### src/rtl/debug_pkg.sv
// Shared definitions for the on-chip debug blocks.
// Latency: n/a (types and constants only).
// Backpressure: n/a.
package debug_pkg;

  // Trace FSM encoding; the numeric values are visible on the state port.
  typedef enum logic [1:0] {
    TRC_IDLE  = 2'd0,
    TRC_ARMED = 2'd1,
    TRC_POST  = 2'd2,
    TRC_DONE  = 2'd3
  } trc_state_e;

  localparam int TRC_DATA_W = 32;
  localparam int TRC_DEPTH  = 16;

endpackage

### src/rtl/trace_if.sv
// Capture and readout handshake bundle of the trace buffer.
// Latency: n/a (wires only).
// Backpressure: rd_ready from the consumer; capture side has no stall.
interface trace_if #(
  parameter int DATA_W = debug_pkg::TRC_DATA_W
);
  logic              cap_valid;
  logic [DATA_W-1:0] cap_pc;
  logic [DATA_W-1:0] cap_instr;
  logic              rd_ready;
  logic              rd_valid;
  logic [DATA_W-1:0] rd_pc;
  logic [DATA_W-1:0] rd_instr;
  logic              rd_last;

  // Pipeline stage and debug consumer side.
  modport master (
    output cap_valid, cap_pc, cap_instr, rd_ready,
    input  rd_valid, rd_pc, rd_instr, rd_last
  );

  // Trace buffer side.
  modport slave (
    input  cap_valid, cap_pc, cap_instr, rd_ready,
    output rd_valid, rd_pc, rd_instr, rd_last
  );
endinterface

### src/rtl/trace_mem.sv
// Trace storage: DEPTH words, one synchronous write port, one asynchronous read port.
// Latency: write visible the cycle after the edge; read is combinational.
// Backpressure: none; the owner decides when to write.
module trace_mem #(
  parameter int WIDTH = 64,
  parameter int DEPTH = 16,
  parameter int AW    = $clog2(DEPTH)
) (
  input  logic             clk,
  input  logic             wr_en_i,
  input  logic [AW-1:0]    wr_addr_i,
  input  logic [WIDTH-1:0] wr_data_i,
  input  logic [AW-1:0]    rd_addr_i,
  output logic [WIDTH-1:0] rd_data_o
);

  logic [WIDTH-1:0] mem_q [DEPTH];

  // Storage is deliberately not reset; count/rptr gate what is ever read.
  always_ff @(posedge clk) begin
    if (wr_en_i) mem_q[wr_addr_i] <= wr_data_i;
  end

  assign rd_data_o = mem_q[rd_addr_i];

endmodule

### src/rtl/trace_buffer.sv
// Circular (PC, instruction) trace capture with PC-match trigger and oldest-first readout.
// Latency: capture reflected in count one edge later; readout data is combinational.
// Backpressure: rd_ready stalls readout with outputs held; capture side never stalls.
module trace_buffer
  import debug_pkg::*;
#(
  parameter int DATA_W = TRC_DATA_W,
  parameter int DEPTH  = TRC_DEPTH,
  parameter int CNT_W  = $clog2(DEPTH) + 1
) (
  input  logic              clk,
  input  logic              clr,
  input  logic              arm,
  input  logic              stop,
  input  logic              trig_en,
  input  logic [DATA_W-1:0] trig_pc,
  input  logic [CNT_W-1:0]  post_count,
  trace_if.slave            bus,
  output logic [1:0]        state,
  output logic [CNT_W-1:0]  count,
  output logic              overflow
);

  localparam int PTR_W = $clog2(DEPTH);

  trc_state_e         state_q, state_d;
  logic [PTR_W-1:0]   wptr_q, wptr_d, rptr_q, rptr_d;
  logic [CNT_W-1:0]   count_q, count_d, remaining_q, remaining_d;
  logic               overflow_q, overflow_d;
  logic [CNT_W-1:0]   post_sat;
  logic               capturing, cap_en, trig_hit, rd_vld, rd_fire;
  logic [2*DATA_W-1:0] rd_data;

  assign capturing = (state_q == TRC_ARMED) || (state_q == TRC_POST);
  // arm discards any same-cycle capture.
  assign cap_en    = capturing && bus.cap_valid && !arm;
  assign trig_hit  = (state_q == TRC_ARMED) && bus.cap_valid && trig_en &&
                     (bus.cap_pc == trig_pc);
  assign post_sat  = (post_count > CNT_W'(DEPTH - 1)) ? CNT_W'(DEPTH - 1) : post_count;
  assign rd_vld    = (state_q == TRC_DONE) && (count_q != '0);
  assign rd_fire   = rd_vld && bus.rd_ready;

  trace_mem #(
    .WIDTH (2 * DATA_W),
    .DEPTH (DEPTH)
  ) u_mem (
    .clk       (clk),
    .wr_en_i   (cap_en),
    .wr_addr_i (wptr_q),
    .wr_data_i ({bus.cap_pc, bus.cap_instr}),
    .rd_addr_i (rptr_q),
    .rd_data_o (rd_data)
  );

  // Next-state: arm > stop > capture/trigger > readout.
  always_comb begin
    state_d     = state_q;
    wptr_d      = wptr_q;
    rptr_d      = rptr_q;
    count_d     = count_q;
    remaining_d = remaining_q;
    overflow_d  = overflow_q;

    if (arm) begin
      state_d     = TRC_ARMED;
      wptr_d      = '0;
      count_d     = '0;
      remaining_d = '0;
      overflow_d  = 1'b0;
    end else begin
      if (cap_en) begin
        wptr_d = wptr_q + PTR_W'(1);
        if (count_q == CNT_W'(DEPTH)) overflow_d = 1'b1;
        else                          count_d    = count_q + CNT_W'(1);
      end

      if (capturing && stop) begin
        state_d = (count_d == '0) ? TRC_IDLE : TRC_DONE;
      end else if (cap_en) begin
        if (state_q == TRC_ARMED) begin
          if (trig_hit) begin
            if (post_count == '0) begin
              state_d = TRC_DONE;
            end else begin
              state_d     = TRC_POST;
              remaining_d = post_sat;
            end
          end
        end else begin
          remaining_d = remaining_q - CNT_W'(1);
          if (remaining_q == CNT_W'(1)) state_d = TRC_DONE;
        end
      end else if (rd_fire) begin
        rptr_d  = rptr_q + PTR_W'(1);
        count_d = count_q - CNT_W'(1);
        if (count_q == CNT_W'(1)) state_d = TRC_IDLE;
      end

      // Point at the oldest surviving entry when capture finishes.
      if ((state_d == TRC_DONE) && (state_q != TRC_DONE)) begin
        rptr_d = wptr_d - count_d[PTR_W-1:0];
      end
    end
  end

  // State, pointer and counter registers; clr clears everything but memory.
  always_ff @(posedge clk or posedge clr) begin
    if (clr) begin
      state_q     <= TRC_IDLE;
      wptr_q      <= '0;
      rptr_q      <= '0;
      count_q     <= '0;
      remaining_q <= '0;
      overflow_q  <= 1'b0;
    end else begin
      state_q     <= state_d;
      wptr_q      <= wptr_d;
      rptr_q      <= rptr_d;
      count_q     <= count_d;
      remaining_q <= remaining_d;
      overflow_q  <= overflow_d;
    end
  end

  assign bus.rd_valid = rd_vld;
  assign bus.rd_pc    = rd_vld ? rd_data[2*DATA_W-1:DATA_W] : '0;
  assign bus.rd_instr = rd_vld ? rd_data[DATA_W-1:0] : '0;
  assign bus.rd_last  = rd_vld && (count_q == CNT_W'(1));

  assign state    = state_q;
  assign count    = count_q;
  assign overflow = overflow_q;

endmodule

### src/flat_wrapper.sv
// flat-port wrapper written by rule: the top's interface ports become plain ports
module trace_buffer_flat import debug_pkg::*;
#(
  parameter int DATA_W = TRC_DATA_W,
  parameter int DEPTH  = TRC_DEPTH,
  parameter int CNT_W  = $clog2(DEPTH) + 1
)
  (clk, clr, arm, stop, trig_en, trig_pc, post_count, state, count, overflow, bus_cap_valid, bus_cap_pc, bus_cap_instr, bus_rd_ready, bus_rd_valid, bus_rd_pc, bus_rd_instr, bus_rd_last);
  trace_if #(.DATA_W(DATA_W)) bus_i ();
  input  logic clk;
  input  logic clr;
  input  logic arm;
  input  logic stop;
  input  logic trig_en;
  input  logic [DATA_W-1:0] trig_pc;
  input  logic [CNT_W-1:0] post_count;
  output logic [1:0] state;
  output logic [CNT_W-1:0] count;
  output logic overflow;
  input wire logic [$bits(bus_i.cap_valid)-1:0] bus_cap_valid;
  input wire logic [$bits(bus_i.cap_pc)-1:0] bus_cap_pc;
  input wire logic [$bits(bus_i.cap_instr)-1:0] bus_cap_instr;
  input wire logic [$bits(bus_i.rd_ready)-1:0] bus_rd_ready;
  output wire logic [$bits(bus_i.rd_valid)-1:0] bus_rd_valid;
  output wire logic [$bits(bus_i.rd_pc)-1:0] bus_rd_pc;
  output wire logic [$bits(bus_i.rd_instr)-1:0] bus_rd_instr;
  output wire logic [$bits(bus_i.rd_last)-1:0] bus_rd_last;
  assign bus_i.cap_valid = bus_cap_valid;
  assign bus_i.cap_pc = bus_cap_pc;
  assign bus_i.cap_instr = bus_cap_instr;
  assign bus_i.rd_ready = bus_rd_ready;
  assign bus_rd_valid = bus_i.rd_valid;
  assign bus_rd_pc = bus_i.rd_pc;
  assign bus_rd_instr = bus_i.rd_instr;
  assign bus_rd_last = bus_i.rd_last;
  trace_buffer #(.DATA_W(DATA_W), .DEPTH(DEPTH), .CNT_W(CNT_W)) u_core (.clk(clk), .clr(clr), .arm(arm), .stop(stop), .trig_en(trig_en), .trig_pc(trig_pc), .post_count(post_count), .bus(bus_i), .state(state), .count(count), .overflow(overflow));
endmodule
### config.mk
export PLATFORM = sky130hd
export DESIGN_NAME = trace_buffer_flat
export DESIGN_NICKNAME = d
export VERILOG_FILES = /design/src/rtl/debug_pkg.sv /design/src/rtl/trace_if.sv /design/src/rtl/trace_mem.sv /design/src/rtl/trace_buffer.sv /design/src/flat_wrapper.sv
export SDC_FILE = /design/constraint.sdc
export NUM_CORES = 1
export LEC_CHECK = 0
export ABC_CLOCK_PERIOD_IN_PS = 9600
export CORE_MARGIN = 3
export CORE_UTILIZATION = 60
export DETAILED_ROUTE_END_ITERATION = 8
export GPL_TIMING_DRIVEN = 0
export PLACE_DENSITY = 0.79
export SETUP_SLACK_MARGIN = 0.5
export SYNTH_ARGS = -nofsm -noshare
export SYNTH_HDL_FRONTEND = slang
export SYNTH_HIERARCHICAL = 1
export SYNTH_SLANG_ARGS = --single-unit
### constraint.sdc
create_clock -name clk -period 9.6 [get_ports clk]
set_input_delay 1.44 -clock clk [delete_from_list [all_inputs] [get_ports clk]]
set_output_delay 1.44 -clock clk [all_outputs]
set_load 0.01 [all_outputs]
* Word-level counts from Yosys, hierarchy flattened
Memory sizes are Yosys's and may differ from the RTL's. Cells that the tools add are included. W data, S select, Z words.
Cells by class: eq/ne operators 14, $add $sub $neg 6, $lt $le $gt $ge 1, reduce and logical (&&, ||, !) cells 21, bitwise gates (word level) 1, mux-type cells 40
Operators by type and width (number):
- $mux W5 | 15
- $mux W32 | 2
- $eq A32 B32 Y1 | 1
- $mux W4 | 7
- $mux W2 | 10
- $eq A5 B1 Y1 const B | 2
- $logic_and A1 B1 Y1 | 10
- $logic_not A5 Y1 | 2
- $sub A5 B1 Y5 const B | 2
- $add A4 B1 Y4 const B | 2
- $ne A2 B2 Y1 const B | 4
- $reduce_and A4 Y1 | 2
- $eq A2 B2 Y1 const B | 3
- $mux W1 | 6
- $reduce_bool A2 Y1 | 3
- $add A5 B1 Y5 const B | 1
- $eq A5 B5 Y1 const B | 1
- $gt A5 B4 Y1 const B | 1
- $reduce_bool A5 Y1 | 1
- $sub A4 B4 Y4 | 1
- $ne A3 B2 Y1 const B | 1
- $ne A3 B3 Y1 const B | 1
- $eq A2 B1 Y1 const B | 1
- $reduce_and A2 Y1 | 1
- other kinds (3) | 3
Word-level totals: output and inout bits 74, input port bits 108, bits in registers 21, memories kept 1, logic and storage cells 90, RAM bits 1024
Memories:
- u_core.u_mem.mem_q | depth 16, width 64, read ports 1, clocked after memory_dff 0, write ports 1, RTL line trace_mem.sv:17 | logic [WIDTH-1:0] mem_q [DEPTH];

* Longest topological paths before layout
Gate-level depths: netlist (run 1).
depth after elaboration 14, gate-level depth with buffers 14

* Modules after synthesis
The synthesis (run 1) kept the hierarchy.
Modules (own cells, without submodules):
- trace_mem | times used 1, cells each 1583, area an instance 38300.5 um^2
- trace_buffer | times used 1, cells each 317, area an instance 2557.5 um^2

* Least setup slack after synthesis (run 1)
OpenSTA, ideal clock, no wires.
kind input port to flip-flop, start point input port arm, end point memory u_core.u_mem.mem_q[0][0], enable pin, path buffers 2, cell stages on the path 6, required time 9.035 ns, setup slack 1.945 ns, data arrival time 7.091 ns, path through buf_6 > or3b_4 > buf_6 > clkinv_1 > or3b_2 > nor3_1
On the way: cells in the longest elaborated chain, start to end 4
Ends and longest elaborated chain:
- from (decl) | RTL line flat_wrapper.sv:12 | input logic arm;
- $logic_not A1 Y1 | RTL line trace_buffer.sv:36 | assign cap_en = capturing && bus.cap_valid && !arm;
- $logic_and A1 B1 Y1 | RTL line trace_buffer.sv:36
- via u_core.cap_en | RTL line trace_buffer.sv:31 | logic capturing, cap_en, trig_hit, rd_vld, rd_fire;
- $mux W1 | RTL line trace_mem.sv:21 | if (wr_en_i) mem_q[wr_addr_i] <= wr_data_i;
- $mux W1 (not written as such) | RTL line trace_mem.sv:21
- to (decl) | RTL line trace_mem.sv:17
The timed path passes the listed nets, and every way through them passes these cells.

* Worst setup path in the final report (run 1)
start point register u_core.count_q[0] (netlist: u_core/count[0]), end point output port bus_rd_instr[1]
On the way: cells in the longest elaborated chain, start to end 3
Ends and longest elaborated chain:
- from (decl) | RTL line trace_buffer.sv:28 | logic [CNT_W-1:0] count_q, count_d, remaining_q, remaining_d;
- from (signal assigned) | RTL line trace_buffer.sv:119 | count_q <= count_d;
- $reduce_bool A5 Y1 | RTL line trace_buffer.sv:40 | assign rd_vld = (state_q == TRC_DONE) && (count_q != '0);
- $logic_and A1 B1 Y1 | RTL line trace_buffer.sv:40
- $mux W32 | RTL line trace_buffer.sv:127 | assign bus.rd_instr = rd_vld ? rd_data[DATA_W-1:0] : '0;
- to (decl) | RTL line flat_wrapper.sv:26 | output wire logic [$bits(bus_i.rd_instr)-1:0] bus_rd_instr;
No other way between the ends.

==> run_results.csv, run 1 <==
group,metric,value,unit
grt,grt_pass1_wl,153700,um
cells_and_area,fin_util,71.42,%
sta,rsz0062_at_grt,"no",
pwr,finalPower,11.57,mW
grt,globalRouteMet1Util,41.14,%
placed_design,detailed_place_hpwl,63220,um
worst_hold_path,worst_hold_path_type,"reg -> reg",
pwr,seqPwrFrac,44.6,%
routing,wl_per_cell,32.98,um
synth,synth-edff-count,1024,
cells_and_area,final_cell_mix,"1024 x edfxtp_1, 256 x mux4_2, 180 x clkdlybuf4s50_1, 128 x a22oi_1, 102 x clkbuf_16",
clock_network,cts_root_buf,"clkbuf_16",
clock_network,clk_latency,0.67,ns
sta,whs,0.5400,ns
cells_and_area,seq_area,31280,um2
pwr,combPwrFrac,22.7,%
floorplanning,die_y,267.0,um
placed_design,preCtsSetupSlack,4.222,ns
clock_network,numCtsBuffers,102,
sta,finalCritPeriodShare,66.19,%
synth,ys_seq_area_share,76.55,%
routing,firstDrtPassIters,5,
floorplanning,core,67280,um2
synth,synth_flop_cell,"edfxtp_1",
clock_network,cts_setup_buffers,0,
cells_and_area,drive_gt1_share,22.99,%
sta,setup_viol,0,
routing,ant_nets,0,
synth,syn_area,40860,um2
floorplanning,rows,95,
grt,busiest_layer,"met2",
pwr,power.switching,3.257,mW
clock_network,htreeDepth,3,
synth,synth_area_leaders,"edfxtp_1 75%, mux4_2 14%, a22oi_1 2.4%",
grt,grt_pass1_vias,22700,
synth,ys_warn_count,6,
status,outcome,"completed",
synth,synth.top_cell.area_share,75.26,%
worst_setup_path,cp_max_fo,10,
pwr,intPower,8.316,mW
synth,synthCells,1900,
grt,grtUsageMet3,5.918,%
grt,grtUsageTotal,30.20,%
synth,synth_top_family_by_area,"multiplexers",
sta,final_period_minus_worst_setup_slack,6.354,ns
clock_network,postCtsResizedCells,0,
synth,synthXorXnorAreaFrac,0.9003,%
sta,fmax,157.4,MHz
synth,syn_avg_cell_area,21.50,um2
cells_and_area,nets,2369,
sta,drv_slew,0,
worst_setup_path,worstPathRequired,8.16,ns
worst_setup_path,start_kind,"flop",
synth,yosysTopAreaCell,"edfxtp_1",
pwr,ir_worst_vdd,0.0002032,V
grt,gr-total-overflow,0,
clock_network,cts_num_sinks,1045,
synth,syn_nets,2022,
cells_and_area,final_common_cell,"edfxtp_1",
worst_setup_path,arrival,4.91,ns
synth,ys_ff_latch,1045,
sta,setup_slack,3.246,ns
synth,yosysUniqueCellTypes,58,
synth,yosys.area_share.adder,0.4471,%
worst_setup_path,critPathKind,"reg -> out",
run,drv_cap,0,
floorplanning,boundaryPins,182,
floorplanning,fp.dieArea,71270,um2
synth,synth_compound_area_share,3.203,%
worst_setup_path,crit_path_end_kind,"output pin",
routing,vias,21980,
pwr,power.leakage,15.62,nW
sta,hold_viol,0,
grt,grt_antenna_before_repair,4,
pwr,power_density,240.8,nW/um2
routing,drtIter0Drc,2894,
placed_design,place.port_buffers,180,
grt,grt_use_met2,48.25,%
synth,synthMuxAreaShare,14.23,%
clock_network,cts_tree,"done",
floorplanning,fp.dieW,267.0,um
grt,grt_max_degree,26,
pwr,power_frac_clock,32.6,%
routing,drt_wl_total,105600,um
floorplanning,initial_core_util,60.73,%
synth,synth_simple_gate_area_share,3.188,%
cells_and_area,n_fill_cell,3668,
placed_design,gp_congestion,0.8098,
sta,worst_pin_slew,1.279,ns
clock_network,cts_hold_buf,0,
pwr,swShare,28.14,%
clock_network,clk_pin_slew_worst_paths,0.06,ns
routing,avgViaCountPerCell,6.861,
sta,skew,0.03583,ns
routing,drc,0,
synth,async_flop_share,2.010,%
cells_and_area,syn_to_final_growth,17.60,%
sta,slew_headroom,14.40,%
cells_and_area,multi_input_area,9087,um2
clock_network,clock_path_buffers,3,
critical path, cell delays in order, from the launching register on:
cell and delay, ns:
dfrtp_1 0.50, inv_1 0.17, ha_1 0.27, a21boi_1 0.74, clkbuf_1 0.99, clkbuf_1 0.65, and2_1 0.35, clkdlybuf4s50_1 0.58
power groups by stage:
| stage | Sequential [mW] | Clock [mW] | Combinational (mW) |
|---|---|---|---|
| floorplan | 5.25 | 0 | 1.69 |
| global placement | 5.27 | 0 | 2.44 |
| detailed placement | 5.25 | 0 | 2.54 |
| CTS | 5.16 | 3.81 | 2.62 |
| global route | 5.17 | 3.98 | 2.77 |
| finish | 5.17 | 3.78 | 2.63 |
sequential cells by signal, summed over array words and instances (netlist names):
register	cells
u_core/state	2
u_core/rptr_q	4
u_core/u_mem/mem_q	1024
u_core/remaining_q	5
u_core/count	5
u_core/overflow	1
u_core/wptr_q	4
cell usage after synthesis (all sizes together), types with 13 or more instances:
library cell  count
edfxtp         1024
mux4            256
a22oi           128
nand2            80
and2             67
buf              50
clkbuf           49
xor2             36
nor2             31
dfrtp            21
nor4             17
a21oi            13
ha               13
layer usage:
layer / up-vias / wire length [um]
li1: 8665 / -
met1: 11300 / 37230
met2: 1692 / 51720
met3: 318 / 11570
met4: 2 / 5089
met5: - / 13
final timing paths:
check	start	to	slack, ns	cells past startpoint
max in group asynchronous	clr	u_core/wptr_q[1]	7.76	2
min in group asynchronous	clr	u_core/state[1]	1.27	2
worst max register to register	u_core/state[0]	u_core/u_mem/mem_q[0][27]	5.62	10
worst min register to register	u_core/overflow	u_core/overflow	0.54	1
worst min-delay path	u_core/overflow	u_core/overflow	0.54	1
worst max-delay path	u_core/count[0]	bus_rd_instr[1]	3.25	7
final cells by class:
type / instances / share of cell area [%]
repair buffers: 243 / 6.000
inverters: 14 / 0.1094
well taps: 873 / 2.273
diodes: 3 / 0.01562
clock buffers: 116 / 5.421
plain buffers: 99 / 1.151
multi-input cells: 742 / 18.91
clock inverters: 68 / 1.029
flip-flops and latches: 1045 / 65.09
cell families after synthesis:
family / Yosys count
muxes: 261
buffers and inverters: 113
AOI/OAI and AO/OA: 174
and+or+nand+nor: 251
adders and majority gates: 14
DFF: 1045
xor gates and xnor gates: 42
metrics by stage:
stage                     setup TNS (ns)  area [um2]  std cells
after floorplan                        0       40860       1900
after global placement           -740.55       43750       2953
after detailed placement               0       44940       3016
after CTS                              0       48040       3200
after global routing                   0       48050       3202
final                                  0       48050       3203
(Power assumes the default switching activity.)
==> run 2, diff against run 1 <==
--- a/config.mk
+++ b/config.mk
@@ -5,7 +5,7 @@
 export SDC_FILE = /design/constraint.sdc
 export NUM_CORES = 1
 export LEC_CHECK = 0
-export ABC_CLOCK_PERIOD_IN_PS = 9600
+export ABC_CLOCK_PERIOD_IN_PS = 6600
 export CORE_MARGIN = 3
 export CORE_UTILIZATION = 60
 export DETAILED_ROUTE_END_ITERATION = 8
==> constraint.sdc (replaced) <==
create_clock -name clk -period 6.6 [get_ports clk]
set_input_delay 0.99 -clock clk [delete_from_list [all_inputs] [get_ports clk]]
set_output_delay 0.99 -clock clk [all_outputs]
set_load 0.01 [all_outputs]
==> run 2 against run 1 <==
  * Routed wire length decreased by 1.1%
  * Combinational power increased by 46%
  * Register-to-register slack got worse by 3.0 ns
  * Global-route usage decreased by 0.10 points
  * Sequential share of layout area decreased by 0.40 points
  * Hold slack improved by 0.00059 ns
  * Non-clock buffer count decreased by 13
  * Die area unchanged
  * Clock power increased by 53%
  * Core utilization increased by 0.44 points
  * Power increased by 48%
==> run_results.csv, run 2 (same netlist as run 1, synthesis figures left out) <==
group,metric,value,unit
placed_design,gp_congestion,0.8084,
sta,final_period_minus_worst_setup_slack,5.978,ns
sta,hold_viol,0,
worst_setup_path,path_cells,"inv_1 -> ha_1 -> a21boi_1 -> clkbuf_1 -> clkbuf_1 -> and2_1 -> clkdlybuf4s50_1",
clock_network,cts_tree,"done",
worst_setup_path,crit_path_end_kind,"output pin",
cells_and_area,fin_util,71.87,%
grt,grt_antenna_before_repair,2,
floorplanning,fp.dieW,267.0,um
worst_hold_path,worst_hold_path_type,"reg -> reg",
routing,drt_wl_total,104500,um
worst_setup_path,worstPathRequired,5.61,ns
worst_setup_path,cp-endpoint,"bus_rd_instr[1]",
worst_setup_path,crit_start,"u_core/count[0]",
routing,firstDrtPassIters,5,
clock_network,clk_pin_slew_worst_paths,0.06,ns
pwr,power.leakage,15.67,nW
routing,drc,0,
worst_setup_path,reg2reg_from,"u_core/count[0]",
routing,ant_nets,0,
sta,rsz0062_at_grt,"no",
clock_network,cts_num_sinks,1045,
worst_setup_path,cp_max_fo,11,
grt,grt_pass1_wl,153200,um
floorplanning,boundaryPins,182,
worst_setup_path,arrival,4.99,ns
cells_and_area,syn_to_final_growth,18.33,%
cells_and_area,final_common_cell,"edfxtp_1",
worst_hold_path,hp-start,"u_core/overflow",
clock_network,cts_root_buf,"clkbuf_16",
floorplanning,core,67280,um2
grt,grtUsageTotal,30.10,%
routing,avgViaCountPerCell,6.853,
status,outcome,"completed",
cells_and_area,drive_gt1_share,23.23,%
clock_network,cts_setup_buffers,0,
worst_setup_path,rrSetupSlack,2.63,ns
cells_and_area,largest_reg_flops,1024,
grt,grt_pass1_vias,22550,
floorplanning,initial_core_util,60.73,%
placed_design,place.port_buffers,180,
clock_network,postCtsResizedCells,0,
worst_setup_path,critical_path.slowest_cell,"clkbuf_1",
placed_design,placed_cells,3003,
floorplanning,fp.dieArea,71270,um2
pwr,ir_worst_vdd,0.0002425,V
sta,worst_pin_slew,1.430,ns
placed_design,detailed_place_hpwl,62090,um
worst_setup_path,critPathKind,"reg -> out",
floorplanning,die_y,267.0,um
cells_and_area,largest-register,"u_core/u_mem/mem_q",
clock_network,htreeDepth,3,
worst_setup_path,crit_top_cell,"clkbuf_1",
sta,setup_viol,0,
grt,grt_max_degree,25,
clock_network,clk_latency,0.67,ns
worst_setup_path,slowest_delay,0.95,ns
sta,fmax,167.3,MHz
sta,whs,0.5406,ns
floorplanning,rows,95,
cells_and_area,nets,2352,
routing,vias,21880,
worst_hold_path,min_path_cells,1,
clock_network,clock_path_buffers,3,
worst_setup_path,start_kind,"flop",
pwr,finalPower,17.15,mW
clock_network,numCtsBuffers,98,
cells_and_area,final_cell_mix,"1024 x edfxtp_1, 256 x mux4_2, 180 x clkdlybuf4s50_1, 128 x a22oi_1, 100 x clkbuf_16",
sta,slew_headroom,4.284,%
worst_setup_path,rr_endpoint,"u_core/rptr_q[3]",
cells_and_area,fin_cells,3192,
routing,drtIter0Drc,3000,
routing,wl_per_cell,32.73,um
sta,finalCritPeriodShare,90.57,%
run,drv_cap,0,
sta,drv_slew,0,
worst_setup_path,reg2reg_depth,13,
clock_network,cts_hold_buf,0,
sta,skew,0.03118,ns
grt,gr-total-overflow,0,
pwr,power_density,354.7,nW/um2
==> run 2: layout make-up <==
| cell class | count | area [um2] |
|---|---|---|
| repair buffers | 230 | 2925 |
| well taps | 873 | 1092 |
| inverters | 14 | 52.55 |
| multi-input cells | 742 | 9112 |
| clock inverters | 77 | 774.5 |
| fillers | 3661 | 18930 |
| plain buffers | 99 | 553.0 |
| diodes | 3 | 7.507 |
| flip-flops and latches | 1045 | 31280 |
| clock buffers | 109 | 2556 |
==> run 2: how the worst min path moves through the flow <==
stage	end	slack, ns
2_1_floorplan	u_core/remaining_q[1]	0.51
3_3_place_gp	u_core/remaining_q[1]	0.53
3_5_place_dp	u_core/overflow	0.52
4_1_cts	u_core/overflow	0.54
5_1_grt	u_core/overflow	0.56
6_report	u_core/overflow	0.54
==> run 2: through the flow <==
stage | cell area, um2 | worst slack, ns | setup TNS [ns]
final | 48350 | 0.6222 | 0
after global routing | 48350 | 0.5410 | 0
after CTS | 48340 | 0.8901 | 0
after detailed placement | 45010 | 1.610 | 0
after global placement | 43770 | -2.502 | -2027.51
after floorplan | 40880 | 1.129 | 0
==> run 2: per-layer routing <==
| metal | vias up | share of wire, % | GRT usage [%] |
|---|---|---|---|
| li1 | 8656 | - | - |
| met1 | 11290 | 36 | 41.50 |
| met2 | 1671 | 49 | 47.74 |
| met3 | 258 | 11 | 6.831 |
| met4 | 0 | 3.9 | 12.06 |
| met5 | - | 0 | 0 |
==> run 2: power breakdown <==
group / internal, mW / leakage (nW) / switching (mW)
logic: 1.65 / 4.58 / 2.18
registers: 7.43 / 9.49 / 0.0893
clock network: 3.32 / 1.60 / 2.48
total: 12.4 / 15.7 / 4.75
==> run 2: critical path: cells and delay by family (launching register included) <==
family,cells,cell delay (ns)
buffers and inverters,4,2.36
AOI/OAI and AO/OA,1,0.82
DFF,1,0.51
and+or+nand+nor,1,0.36
adders and majority gates,1,0.27
